<file path="src/rtl/serial_add_sub_if.sv">
// Start/done handshake and operand/result bundle for serial_add_sub.
interface serial_add_sub_if #(
  parameter int unsigned WIDTH = 4
);
  logic             start;
  logic             sub;
  logic [WIDTH-1:0] a;
  logic [WIDTH-1:0] b;
  logic             busy;
  logic             done;
  logic [WIDTH:0]   result;
  logic             carry;
  logic             ovf;

  modport master (
    output start, sub, a, b,
    input  busy, done, result, carry, ovf
  );

  modport slave (
    input  start, sub, a, b,
    output busy, done, result, carry, ovf
  );
endinterface

</file>
<file path="src/rtl/serial_add_sub.sv">
// Digit-serial two's-complement adder/subtractor. Consumes DIGIT bits of each
// operand per cycle, LSB first, and delivers a sign-extended WIDTH+1-bit exact
// result with carry and signed-overflow flags after WIDTH/DIGIT cycles.
module serial_add_sub #(
  parameter int unsigned WIDTH = 4,
  parameter int unsigned DIGIT = 1
) (
  input logic           clk,
  input logic           rst_n,
  serial_add_sub_if.slave bus
);

  if (WIDTH < 2 || DIGIT == 0 || (WIDTH % DIGIT) != 0) begin : g_bad_params
    $error("serial_add_sub: WIDTH must be >= 2 and a multiple of DIGIT");
  end

  localparam int unsigned N  = WIDTH / DIGIT;
  localparam int unsigned CW = (N > 1) ? $clog2(N) : 1;

  typedef enum logic [1:0] {
    IDLE,
    RUN,
    DONE
  } state_t;

  state_t           state, state_n;
  logic [WIDTH-1:0] sa, sb, sr;
  logic             c;
  logic [CW-1:0]    cnt;
  logic             msb_a, msb_b;

  logic             accept;
  logic             last;
  logic [DIGIT:0]   dsum;
  logic             cin_top;
  logic [WIDTH-1:0] dig_ext;
  logic [WIDTH-1:0] sr_next;

  // Digit adder and the accumulator value after this cycle's digit is shifted in.
  always_comb begin
    dsum    = {1'b0, sa[DIGIT-1:0]} + {1'b0, sb[DIGIT-1:0]} + {{DIGIT{1'b0}}, c};
    // Carry into the digit's top bit recovered from its sum bit; on the last
    // digit this is c[WIDTH-1], needed for the overflow flag.
    cin_top = dsum[DIGIT-1] ^ sa[DIGIT-1] ^ sb[DIGIT-1];
    dig_ext = '0;
    dig_ext[DIGIT-1:0] = dsum[DIGIT-1:0];
    sr_next = (sr >> DIGIT) | (dig_ext << (WIDTH - DIGIT));
  end

  // Control decode: when a start is taken and when the final digit is in flight.
  always_comb begin
    accept = bus.start && (state != RUN);
    last   = (cnt == CW'(N - 1));
  end

  // State register.
  always_ff @(posedge clk or negedge rst_n) begin
    if (!rst_n) state <= IDLE;
    else        state <= state_n;
  end

  // Next-state logic and state-decoded handshake outputs.
  always_comb begin
    state_n  = state;
    bus.busy = 1'b0;
    bus.done = 1'b0;
    case (state)
      IDLE: begin
        if (bus.start) state_n = RUN;
      end
      RUN: begin
        bus.busy = 1'b1;
        if (last) state_n = DONE;
      end
      DONE: begin
        bus.done = 1'b1;
        state_n  = bus.start ? RUN : IDLE;
      end
      default: state_n = IDLE;
    endcase
  end

  // Operand shift registers, carry, digit counter and result registers.
  always_ff @(posedge clk or negedge rst_n) begin
    if (!rst_n) begin
      sa         <= '0;
      sb         <= '0;
      sr         <= '0;
      c          <= 1'b0;
      cnt        <= '0;
      msb_a      <= 1'b0;
      msb_b      <= 1'b0;
      bus.result <= '0;
      bus.carry  <= 1'b0;
      bus.ovf    <= 1'b0;
    end else if (accept) begin
      sa    <= bus.a;
      sb    <= bus.b ^ {WIDTH{bus.sub}};
      sr    <= '0;
      c     <= bus.sub;
      cnt   <= '0;
      msb_a <= bus.a[WIDTH-1];
      msb_b <= bus.b[WIDTH-1] ^ bus.sub;
    end else if (state == RUN) begin
      sa  <= sa >> DIGIT;
      sb  <= sb >> DIGIT;
      sr  <= sr_next;
      c   <= dsum[DIGIT];
      cnt <= cnt + 1'b1;
      if (last) begin
        // Sign bit of the exact sum of the sign-extended operands.
        bus.result <= {msb_a ^ msb_b ^ dsum[DIGIT], sr_next};
        bus.carry  <= dsum[DIGIT];
        bus.ovf    <= dsum[DIGIT] ^ cin_top;
      end
    end
  end

endmodule
</file>
<file path="src/flat_wrapper.sv">
// flat-port wrapper written by rule: the top's interface ports become plain ports
module serial_add_sub_flat 
#(
  parameter int unsigned WIDTH = 4,
  parameter int unsigned DIGIT = 1
)
  (clk, rst_n, bus_start, bus_sub, bus_a, bus_b, bus_busy, bus_done, bus_result, bus_carry, bus_ovf);
  serial_add_sub_if #(.WIDTH(WIDTH)) bus_i ();
  input logic clk;
  input logic rst_n;
  input wire logic [$bits(bus_i.start)-1:0] bus_start;
  input wire logic [$bits(bus_i.sub)-1:0] bus_sub;
  input wire logic [$bits(bus_i.a)-1:0] bus_a;
  input wire logic [$bits(bus_i.b)-1:0] bus_b;
  output wire logic [$bits(bus_i.busy)-1:0] bus_busy;
  output wire logic [$bits(bus_i.done)-1:0] bus_done;
  output wire logic [$bits(bus_i.result)-1:0] bus_result;
  output wire logic [$bits(bus_i.carry)-1:0] bus_carry;
  output wire logic [$bits(bus_i.ovf)-1:0] bus_ovf;
  assign bus_i.start = bus_start;
  assign bus_i.sub = bus_sub;
  assign bus_i.a = bus_a;
  assign bus_i.b = bus_b;
  assign bus_busy = bus_i.busy;
  assign bus_done = bus_i.done;
  assign bus_result = bus_i.result;
  assign bus_carry = bus_i.carry;
  assign bus_ovf = bus_i.ovf;
  serial_add_sub #(.WIDTH(WIDTH), .DIGIT(DIGIT)) u_core (.clk(clk), .rst_n(rst_n), .bus(bus_i));
endmodule
</file>
<file path="config.mk">
export PLATFORM = sky130hd
export DESIGN_NAME = serial_add_sub_flat
export DESIGN_NICKNAME = d
export VERILOG_FILES = /design/src/rtl/serial_add_sub_if.sv /design/src/rtl/serial_add_sub.sv /design/src/flat_wrapper.sv
export SDC_FILE = /design/constraint.sdc
export NUM_CORES = 1
export LEC_CHECK = 0
export ABC_AREA = 1
export CORE_UTILIZATION = 54
export DETAILED_ROUTE_END_ITERATION = 10
export PLACE_DENSITY = 0.82
export SLEW_MARGIN = 20
export SYNTH_ARGS = -nofsm -noshare
export SYNTH_HDL_FRONTEND = slang
export SYNTH_SLANG_ARGS = --single-unit
</file>
<file path="constraint.sdc">
create_clock -name clk -period 3.3 [get_ports clk]
set_input_delay 0.825 -clock clk [delete_from_list [all_inputs] [get_ports clk]]
set_output_delay 0.825 -clock clk [all_outputs]
set_load 0.01 [all_outputs]
</file>
==> impl_metrics.tcl, run 1 <==
set metrics [dict create \
    status "finished, final reports clean" \
    start_util_pct 57.7 \
    cts_max_path_buffers 2 \
    clk_pin_slew_ns 0.13 \
    path_buf_inv 3 \
    place_inst 168 \
    cts-root-buf "clkbuf_4" \
    groute.usage.overall_pct 19.0 \
    fin_skew_ns 0.00142 \
    worstSetupPathType "reg -> out" \
    regArea_um2 626 \
    rsz0062_at_grt "no" \
    drtIter0Drc 20 \
    crit_path_end_kind "output port" \
    dp_hpwl_mm 1.42 \
    grt_max_degree 26 \
    fmax_mhz 416 \
    yosysTopAreaCell "dfrtp_1" \
    synth.avg_cell_area_um2 9.21 \
    first_global_vias 691 \
    fill_cells 157 \
    nets 160 \
    num_vias 851 \
    syn_inst 123 \
    rows 16 \
    grt_pass1_wl_mm 2.91 \
    finalCritPeriodShare_pct 72.8 \
    hold_class "reg -> reg" \
    post_cts_resize_count 0 \
    post-route-min-period_ns 2.40 \
    drc_errors 0 \
    crit_chain "inv_1 > nand2_4 > inv_4 > clkdlybuf4s50_1" \
    synth_cell_types 19 \
    multi_input_area_um2 417 \
    syn_area_um2 1130 \
    max_slew_margin_pct 79.7 \
    hold_violations 0 \
    cts_htree_levels 1 \
    vdd_drop_max_v 0.000667 \
    finalWirelength_mm 1.88 \
    ys_seq_area_share_pct 55.2 \
    worst_ep_arrival_time_ns 1.58 \
    portBuffers 20 \
    setup_tns_ns 0 \
    final_util_pct 70.0 \
    cts_hold_buf 0 \
    p_leak_uw 0.000684 \
    core_area_um2 1960 \
    cts_buffers 3 \
    antenna_found_initial 0 \
    cts_tree "built" \
    synthDominantCellAreaShare_pct 55.2 \
    ys_ff_latch 25 \
    area_growth_pct 21.2 \
    maxSlewViolCount 0 \
    start_kind "register" \
    gp_congestion 0.753 \
    via_per_inst 4.95 \
    powerDensity_nw_per_um2 856 \
    place_area_um2 1350 \
    antenna_cells 0 \
    clock_sinks 25 \
    wire_per_inst_um 10.9 \
    slowest_stage "clkdlybuf4s50_1" \
    postCtsSetupBuffers 0 \
    maxCapViolations 0 \
    required_ns 2.47 \
    overflow 0 \
    drt-pass1-iter-count 4 \
    ant_nets 0 \
    max_stage_delay_ns 0.55 \
    yosys_warnings 0 \
    final_cell_mix "nand2_1, dfrtp_1, clkdlybuf4s50_1" \
    final_area_um2 1370 \
    cp_max_fo 11 \
    drive_gt1_share_pct 10.3 \
    synthTopCellsByArea "dfrtp_1, nand2_1, inv_1, nand3_1, o21ai_2" \
    setup_violations 0 \
    clock_latency_ns 0.32 \
    die_w_um 47.8 \
    totalPowerFinal_uw 1180 \
    die-area_um2 2280 \
    io_pins 21 \
    tightest_slew_ns 0.304 \
    cp_top_family "buffers and inverters" \
    stdcell_count 172 \
    syn_nets 137 \
    final_common_cell "nand2_1" \
    die_h_um 47.8 \
]
-- worst register-to-register path: stages, from the launching register on --
cell     delay [ns]
dfrtp_1        0.42
inv_1          0.08
fa_1           0.50
inv_1          0.11
nand3_1        0.08
nand2_1        0.06
nand2_1        0.05
nand2_1        0.05
-- metal layers --
| layer | GRT usage [%] | vias to the layer above | routed length, µm |
|---|---|---|---|
| met2 | 28.9 | 20 | 862 |
| li1 | - | 426 | - |
| met5 | 0 | - | 0 |
| met4 | 11.7 | 0 | 47 |
| met1 | 25.1 | 399 | 894 |
| met3 | 3.40 | 6 | 73 |
-- metrics by stage --
| stage | setup slack, ns | hold WS [ns] |
|---|---|---|
| after floorplan | 1.77 | 0.446 |
| after detailed placement | 1.25 | 0.471 |
| after global routing | 0.797 | 0.517 |
| after CTS | 0.887 | 0.499 |
| final | 0.897 | 0.498 |
| after global placement | 1.28 | 0.462 |
-- cells by family after synthesis --
group	share of synthesized area (%)
buffers and inverters	7.96
xor gates and xnor gates	3.87
and+or+nand+nor	21.8
DFF	55.2
AOI/OAI and AO/OA	8.29
adders and majority gates	2.87
-- flip-flops by register name, summed over array words and instances, names as in the netlist --
register	cells
u_core.bus.carry	1
u_core.bus.ovf	1
u_core.bus.result	5
u_core.c	1
u_core.cnt	2
u_core.msb_a	1
u_core.msb_b	1
u_core.sa	4
u_core.sb	4
u_core.sr	3
u_core.state	2
-- synthesized netlist by cell type, drive strengths merged --
cell type,number
nand2,47
dfrtp,25
inv,16
nand3,9
o21ai,9
xor2,5
o22ai,4
buf,3
nor2,2
a21oi,1
fa,1
ha,1
-- worst paths after layout --
| check | to | start | depth (start not counted) | slack (ns) |
|---|---|---|---|---|
| max | bus_busy | u_core.state[1]$_DFFE_PN0P_ | 4 | 0.90 |
| min reg2reg | u_core.sb[3]$_DFFE_PN0P_ | u_core.sb[3]$_DFFE_PN0P_ | 2 | 0.50 |
| max in group asynchronous | u_core.sa[0]$_DFFE_PN0P_ | rst_n | 2 | 2.21 |
| max reg2reg | u_core.bus.result[4]$_DFFE_PN0P_ | u_core.c$_DFFE_PN0P_ | 7 | 1.90 |
| min in group asynchronous | u_core.bus.result[2]$_DFFE_PN0P_ | rst_n | 2 | 0.86 |
| min | u_core.sb[3]$_DFFE_PN0P_ | u_core.sb[3]$_DFFE_PN0P_ | 2 | 0.50 |
-- area by class of cell --
cell class,count,share of cell area [%]
clock buffers,4,1.91
repair buffers,21,15.1
inverters,16,4.56
multi-input cells,79,30.4
flip-flops and latches,25,45.6
well taps,27,2.46
-- power breakdown --
part	total, µW	switching (µW)	internal (µW)	leakage [µW]
combinational	531	299	232	0.000349
clock	135	88.1	47.3	0.0000150
sequential	509	73.3	435	0.000320
Note: power is estimated with default switching activity, not from simulation.
==> run 2, diff against run 1 <==
- CORE_UTILIZATION: 54 -> 45
- PLACE_DENSITY: 0.82 -> 0.73
- clock period: 3.3 -> 1.9 ns (I/O delays scaled with it)
==> impl_metrics.tcl, run 2 (same netlist as run 1, synthesis figures left out) <==
set metrics [dict create \
    final_cell_mix "nand2_1, dfrtp_1, clkdlybuf4s50_1" \
    worst-r2r-cell-count 7 \
    tightest_slew_ns 0.317 \
    p_comb_share_pct 45.8 \
    drive_gt1_share_pct 11.6 \
    antenna_found_initial 0 \
    overflow 0 \
    gp_congestion 0.740 \
    clock_sinks 25 \
    via_per_inst 4.90 \
    drtIter0Drc 17 \
    seqPwrFrac_pct 42.2 \
    maxCapViolations 0 \
    cts_tree "built" \
    reg.largest.list "u_core.bus.result: 5 flops, u_core.sa: 4 flops, u_core.sb: 4 flops" \
    post-route-min-period_ns 1.83 \
    num_vias 852 \
    drc_errors 0 \
    clk_pin_slew_ns 0.14 \
    largest_reg_flops 5 \
    fmax_mhz 546 \
    cts-root-buf "clkbuf_4" \
    core_area_um2 2300 \
    swShare_pct 39.8 \
    maxSlewViolCount 0 \
    cts_hold_buf 0 \
    dp_hpwl_mm 1.54 \
    status "finished, final reports clean" \
    worstSetupStartpoint "u_core.state[0]$_DFFE_PN0P_" \
    cts_htree_levels 1 \
    slowest_stage "dfrtp_1" \
    crit_chain "buf_4 > nand2_4 > inv_4 > dlygate4sd2_1" \
    worstSetupPathType "reg -> out" \
    powerDensity_nw_per_um2 1490 \
    clock_latency_ns 0.32 \
    setup_violations 0 \
    p_leak_uw 0.000707 \
    portBuffers 20 \
    clkPwrFrac_pct 12.0 \
    antenna_cells 0 \
    grt_pass1_wl_mm 3.44 \
    hold_class "in -> async" \
    wire_per_inst_um 11.9 \
    hold_violations 0 \
    grt_max_degree 26 \
    required_ns 1.42 \
    start_util_pct 49.3 \
    rows 17 \
    totalPowerFinal_uw 2060 \
    groute.usage.overall_pct 18.0 \
    area_growth_pct 22.4 \
    cp_top_family "buffers and inverters" \
    switching_power_uw 821 \
    crit_path_end_kind "output port" \
    io_pins 21 \
    final_common_cell "nand2_1" \
    finalWirelength_mm 2.07 \
    cts_buffers 3 \
    drt-pass1-iter-count 4 \
    start_kind "register" \
    die_h_um 52.2 \
    first_global_vias 805 \
    cp_num_cells 4 \
    cts_max_path_buffers 2 \
    max_slew_margin_pct 78.9 \
    setup_tns_ns 0 \
    die-area_um2 2720 \
    rsz0062_at_grt "no" \
    path_buf_inv 3 \
    fin_skew_ns 0.00679 \
    max_stage_delay_ns 0.41 \
    worst_ep_arrival_time_ns 1.36 \
    regMostFlops "u_core.bus.result" \
    ant_nets 0 \
    die_w_um 52.2 \
    finalCritPeriodShare_pct 96.5 \
    internal-power_uw 1240 \
    cp_max_fo 11 \
    worstReg2RegStart "u_core.c$_DFFE_PN0P_" \
    vdd_drop_max_v 0.000954 \
    nets 161 \
]
[run 2: changes by cell type in the layout (fill, tap and decap cells not counted), sizes merged]
| cell | previous run | this run |
|---|---|---|
| buf | 1 | 2 |
| clkbuf | 4 | 3 |
| clkdlybuf4s50 | 20 | 18 |
| dlymetal6s2s | 0 | 1 |
| clkinvlp | 0 | 1 |
| dlygate4sd2 | 0 | 1 |
[run 2: stage by stage]
step / instance area, µm² / cells / hold WS (ns) / util [%] / setup slack (ns)
global route: 1390 / 174 / 0.511 / 60.3 / 0.000998
CTS: 1380 / 174 / 0.495 / 60.2 / 0.0311
global placement: 1350 / 169 / 0.464 / 58.7 / 0.225
detailed placement: 1350 / 169 / 0.466 / 58.7 / 0.208
finish: 1390 / 174 / 0.492 / 60.3 / 0.0672
floorplan: 1130 / 123 / 0.179 / - / 0.646
[run 2: final timing paths]
| kind | slack [ns] | end |
|---|---|---|
| worst min-delay path | 0.49 | u_core.bus.result[0]$_DFFE_PN0P_ |
| worst min register to register | 0.50 | u_core.cnt[1]$_DFFE_PN0P_ |
| worst max-delay path | 0.07 | bus_busy |
| min in group clk | 0.50 | u_core.cnt[1]$_DFFE_PN0P_ |
| max in group asynchronous | 1.16 | u_core.msb_a$_DFFE_PN0P_ |
| worst max register to register | 0.51 | u_core.bus.result[4]$_DFFE_PN0P_ |
[run 2: routing by layer]
metal	global-route usage, %	part of all wire (%)
met2	31.4	52
met4	9.21	1.4
met1	21.2	43
met5	0	0
met3	2.63	4.1
[run 2: area by class of cell]
cell class,count,area [µm²]
Sequential cell,25,626
Tap cell,28,35.0
Inverter,16,62.6
Multi-Input combinational cell,79,417
Clock buffer,3,22.5
Timing Repair Buffer,22,216
Clock inverter,1,7.51
Fill cell,215,911
[run 2: repair_timing]
action,in CTS,in global routing
gates resized for setup,1,1
setup endpoints to repair,2,1
gates cloned,0,0
setup buffers,1,0
[run 2: worst register-to-register path: stages, from the launching register on]
cell	delay [ns]
dfrtp_1	0.41
inv_1	0.07
fa_1	0.51
inv_1	0.12
nand3_1	0.08
nand2_1	0.06
nand2_1	0.05
nand2_1	0.05
[run 2: power by group through the flow]
stage | clock (µW) | combinational, µW | sequential [µW]
after floorplan | 0 | 646 | 900
after global placement | 0 | 907 | 883
after detailed placement | 0 | 941 | 895
after CTS | 258 | 960 | 873
after global routing | 278 | 1070 | 896
final | 247 | 946 | 871
